==> src/rtl/decode.sv <==
// Instruction field decoder with scalar and vector register files.
// Reads are combinational and include a same-cycle bypass from the write port.
module decode #(
  parameter int unsigned DATA_WIDTH        = 19,
  parameter int unsigned VECTOR_SIZE       = 8,
  parameter int unsigned WIDTH             = 8,
  parameter int unsigned SCALAR_REGNUM     = 16,
  parameter int unsigned VECTOR_REGNUM     = 16,
  parameter int unsigned ADDRESS_WIDTH     = 4,
  parameter int unsigned OPCODE_WIDTH      = 5,
  parameter int unsigned INSTRUCTION_WIDTH = 32
) (
  input  logic                                  clock,
  input  logic                                  reset,
  input  logic                                  writeEnableScalar,
  input  logic                                  writeEnableVector,
  input  logic [ADDRESS_WIDTH-1:0]              writeAddress,
  input  logic [DATA_WIDTH-1:0]                 writeScalarData,
  input  logic [VECTOR_SIZE-1:0][WIDTH-1:0]     writeVectorData,
  input  logic [INSTRUCTION_WIDTH-1:0]          instruction,
  output logic [DATA_WIDTH-1:0]                 reg1ScalarContent,
  output logic [DATA_WIDTH-1:0]                 reg2ScalarContent,
  output logic [DATA_WIDTH-1:0]                 inmediate,
  output logic [VECTOR_SIZE-1:0][WIDTH-1:0]     reg1VectorContent,
  output logic [VECTOR_SIZE-1:0][WIDTH-1:0]     reg2VectorContent,
  output logic [ADDRESS_WIDTH-1:0]              regDestinationAddress,
  output logic [ADDRESS_WIDTH-1:0]              reg1Address,
  output logic [ADDRESS_WIDTH-1:0]              reg2Address,
  output logic [OPCODE_WIDTH-1:0]               opcode
);

  localparam int unsigned DEST_MSB = INSTRUCTION_WIDTH - OPCODE_WIDTH - 1;
  localparam int unsigned SRC1_MSB = DEST_MSB - ADDRESS_WIDTH;
  localparam int unsigned SRC2_MSB = SRC1_MSB - ADDRESS_WIDTH;

  logic [DATA_WIDTH-1:0]             scalar_q [SCALAR_REGNUM];
  logic [DATA_WIDTH-1:0]             scalar_d [SCALAR_REGNUM];
  logic [VECTOR_SIZE-1:0][WIDTH-1:0] vector_q [VECTOR_REGNUM];
  logic [VECTOR_SIZE-1:0][WIDTH-1:0] vector_d [VECTOR_REGNUM];

  logic bypass_s1, bypass_s2, bypass_v1, bypass_v2;

  // inmediate overlaps reg2Address; both are always driven
  always_comb begin
    opcode                = instruction[INSTRUCTION_WIDTH-1 -: OPCODE_WIDTH];
    regDestinationAddress = instruction[DEST_MSB -: ADDRESS_WIDTH];
    reg1Address           = instruction[SRC1_MSB -: ADDRESS_WIDTH];
    reg2Address           = instruction[SRC2_MSB -: ADDRESS_WIDTH];
    inmediate             = instruction[DATA_WIDTH-1:0];
  end

  // reset wins over any write in the same cycle
  always_comb begin
    scalar_d = scalar_q;
    vector_d = vector_q;
    if (reset) begin
      for (int unsigned i = 0; i < SCALAR_REGNUM; i++) scalar_d[i] = '0;
      for (int unsigned i = 0; i < VECTOR_REGNUM; i++) vector_d[i] = '0;
    end else begin
      if (writeEnableScalar) scalar_d[writeAddress] = writeScalarData;
      if (writeEnableVector) vector_d[writeAddress] = writeVectorData;
    end
  end

  always_ff @(posedge clock) begin
    scalar_q <= scalar_d;
    vector_q <= vector_d;
  end

  always_comb begin
    bypass_s1 = writeEnableScalar && !reset && (writeAddress == reg1Address);
    bypass_s2 = writeEnableScalar && !reset && (writeAddress == reg2Address);
    bypass_v1 = writeEnableVector && !reset && (writeAddress == reg1Address);
    bypass_v2 = writeEnableVector && !reset && (writeAddress == reg2Address);

    reg1ScalarContent = bypass_s1 ? writeScalarData : scalar_q[reg1Address];
    reg2ScalarContent = bypass_s2 ? writeScalarData : scalar_q[reg2Address];
    reg1VectorContent = bypass_v1 ? writeVectorData : vector_q[reg1Address];
    reg2VectorContent = bypass_v2 ? writeVectorData : vector_q[reg2Address];
  end

endmodule

==> config.mk <==
export PLATFORM = sky130hd
export DESIGN_NAME = decode
export DESIGN_NICKNAME = d
export VERILOG_FILES = /design/src/rtl/decode.sv
export SDC_FILE = /design/constraint.sdc
export NUM_CORES = 2
export LEC_CHECK = 0
export ABC_CLOCK_PERIOD_IN_PS = 4400
export CAP_MARGIN = 25
export CORE_ASPECT_RATIO = 1.4
export CORE_MARGIN = 2
export CORE_UTILIZATION = 45
export DETAILED_ROUTE_END_ITERATION = 10
export HOLD_SLACK_MARGIN = 0.06
export MAX_ROUTING_LAYER = met4
export PLACE_DENSITY = 0.73
export SYNTH_ARGS = -nofsm -noshare
export SYNTH_HDL_FRONTEND = slang
export SYNTH_SLANG_ARGS = --single-unit
export TNS_END_PERCENT = 20
==> constraint.sdc <==
create_clock -name clock -period 4.4 [get_ports clock]
set_input_delay 0.44 -clock clock [delete_from_list [all_inputs] [get_ports clock]]
set_output_delay 0.44 -clock clock [all_outputs]
set_load 0.02 [all_outputs]
==> summary.txt <==
Yosys
  • Top cells by area, synth: dfxtp_1 (39%), mux4_2 (22%), nand2_1 (15%), a21oi_1 (9.8%), clkbuf_1 (3.1%)
  • Syn Area/Cell: 8.97 um^2
  • Synth area leader: dfxtp_1
  • Synthesis-stage register bit count: 1328
  • Cells after Synth: 7579
  • Sequential fraction of the synthesis area: 0.391
  • Synthesized area: a little under 0.07 mm^2
  • Synth warnings: 0
  • Cell variety after synth: 29
  • Post-synth net total: ~7.7k
  • Post-synth top area share: 0.391

STA
  • Slew headroom: 0.219
  • Maximum clock frequency: 262 MHz
  • Setup TNS: 0 ps
  • Final Setup Violations: 0
  • Max-slew violations: 0
  • RSZ-0062 raised after global routing: no
  • Slew @ Worst Pin: 1170 ps
  • Final Hold Fails: 0
  • Period utilization: 0.866
  • Post-route minimum period: between 3000 and 4000 ps
  • Clock Skew: 0 ps
  • Worst Setup Slack, final: 588 ps

Die
  • Height of the chip: 464 um
  • I/O pin count: around 330
  • Die width: 333 um
  • Std cell rows: 168
  • Core area: between 0.1 and 0.15 mm^2
  • Die area: 0.154 mm^2
  • Initial Util: 0.454

Clocking
  • Largest buffer count on any clock path: 3
  • CTS tree: yes
  • CTS resizes: 0
  • Root Buffer: clkbuf_16
  • TritonCTS buffer count: 136
  • # H-tree levels: 4
  • Clock latency on the worst-skew pair: 780 ps
  • Clock sink count: 1328
  • Clock transition at the registers of the reported paths: approximately 60 ps

Worst setup path
  • Critical Path AT: 3370 ps
  • Critical Path RT: 3960 ps
  • Worst Setup Start Kind: input pin
  • CP Cell Sequence: dlygate4sd3_1 > buf_8 > nor2b_1 > nand2_4 > buf_4 > mux2_2 > clkdlybuf4s50_1
  • CP Capture Type: output port
  • Crit path max fanout: 68
  • Crit path largest cell delay: 580 ps
  • Slowest-stage cell, CP: buf_4
  • Crit Path Class: input pin to output port

Power
  • Power density over the cells: 346 mW/mm^2
  • Switching part of the total power: 0.258
  • Psw: about 6.9 mW
  • Clock power share: 0.445
  • Worst vdd ir: approximately 0.00031 V
  • Pint: 19.8 mW
  • LEAKAGE: between 20 and 30 nW
  • Seq pwr share: 0.462
  • Comb pwr share: 0.093

Layout
  • Final net count: 7499
  • Layout fillers: 13.1k
  • Share of cells above drive strength 1: 0.176
  • Synthesis-to-finish area growth: 13.2%
  • Most frequent cells in the layout: nand2_1 (2788), a21oi_1 (1328), dfxtp_1 (1328), mux4_2 (666), clkdlybuf4s50_1 (258)
  • Most common cell after layout, fill and taps aside: nand2_1

Global route
  • Antenna violations before repair: 10
  • GRT Util Overall: 0.314
  • Global-route wire length before repair: between 300000 and 400000 um
  • Grt ovf: 0
  • Vias in the first global route: 59.8k
  • Largest net degree at the start of global routing: 231

Route
  • Iteration count of the initial detailed-routing pass: 7
  • WL/cell: 25.8 um
  • Iteration-0 DRC Markers: 8730
  • DRC: 0
  • Routed vias: roughly 61k
  • DRT Wirelength: 244000 um
  • Vias per inst: 6.47
  • Post-route antenna net violation count: 0

Placed design
  • # port buffers: approximately 280
  • Post-place setup slack: 709 ps
  • DP Wirelength: between 100000 and 150000 um
  • GP Congestion: 0.881

Run status
  • Outcome: complete, no violations

Hold path
  • Hold Crit Class: flip-flop to flip-flop

Job
  • # Max-Cap Violations: 0
## flip-flops by register name, indices dropped and copies added (netlist names)
register / count
vector_q: 1024
scalar_q: 304
## critical path: cells and delay by family
| family | cells | cell delay [ps] |
|---|---|---|
| buffers and inverters | 4 | 2060 |
| and+or+nand+nor | 2 | 400 |
| muxes | 1 | 420 |
## cells by family (layout without fill, tap and decap cells)
logic type	after synthesis	count (layout)	share of synthesized area
other	0	7	0
buffers and inverters	835	731	0.0553
flip-flops	1328	1328	0.391
XOR/XNOR	8	8	0.00103
multiplexers	946	946	0.265
AO/OA/AOI/OAI	1580	1580	0.126
AND/OR/NAND/NOR	2882	2882	0.162
## cells in the mapped netlist
cell and n:
mux4_2 666, nand2b_1 4, nor3_2 6, dfxtp_1 1328, and3_1 8, nand3b_1 4
nor2_1 19, nor4b_4 1, nand2_2 1, and2_1 2, mux2i_1 114, nor2_2 3
nor4_2 2, or2_2 4, xor2_1 8, buf_1 27, a22oi_1 252, a21oi_1 1328
clkbuf_1 554, mux2_2 165, nor2b_1 10, nand4_1 2, buf_2 168, buf_6 24
nand2_1 2793, nor4b_1 1, nand3_1 22, mux2_4 1, buf_4 62
## path summary, 6_finish.rpt
kind	slack, ps	startpoint	depth (start not counted)	to
setup / recovery	590	reset	7	reg1VectorContent[4]
hold / removal	460	vector_q[588]	2	vector_q[588]
setup reg to reg	3670	scalar_q[243]	2	scalar_q[243]
hold reg to reg	460	vector_q[588]	2	vector_q[588]
## power by group through the flow
stage | logic, mW | clock network [mW] | registers, mW
final | 2.48 | 11.9 | 12.3
after global routing | 2.57 | 12.4 | 12.3
after CTS | 2.41 | 11.9 | 12.3
after detailed placement | 2.40 | 0 | 12.5
after global placement | 2.38 | 0 | 12.5
after floorplan | 1.59 | 0 | 12.5
## per-layer routing
layer | vias up | GRT usage | share of wire
met4 | 0 | 0.173 | 0.057
met1 | 29438 | 0.381 | 0.35
met3 | 1054 | 0.0728 | 0.13
met2 | 4619 | 0.484 | 0.46
met5 | - | - | 0
li1 | 25943 | - | -
## area by class of cell
| cell class | count | area (um^2) | area share |
|---|---|---|---|
| repair buffers | 494 | 5430 | 0.0706 |
| clock inverters | 38 | 529 | 0.00688 |
| multi-input cells | 5416 | 38000 | 0.493 |
| clock buffers | 199 | 3970 | 0.0515 |
| well taps | 1955 | 2450 | 0.0318 |
| diodes | 7 | 17.5 | 0.000228 |
| flip-flops and latches | 1328 | 26600 | 0.346 |
## per-stage QoR
stage | hold WS (ps) | utilization | std cells | power, mW | instance area, um^2
after floorplan | 443 | - | 7579 | 14.1 | 68000
after global placement | 447 | 0.482 | 9187 | 14.9 | 72300
after detailed placement | 454 | 0.482 | 9188 | 15.0 | 72300
after CTS | 410 | 0.513 | 9426 | 26.6 | 76800
after global routing | 476 | 0.513 | 9435 | 27.2 | 76900
final | 464 | 0.513 | 9437 | 26.6 | 76900
## repair_timing
action | 4_1_cts | 5_1_grt
hold buffers | 1 | 0
setup buffers | 0 | 0
endpoints found under the hold margin | 40 | 0
Note: power is estimated with default switching activity, not from simulation.
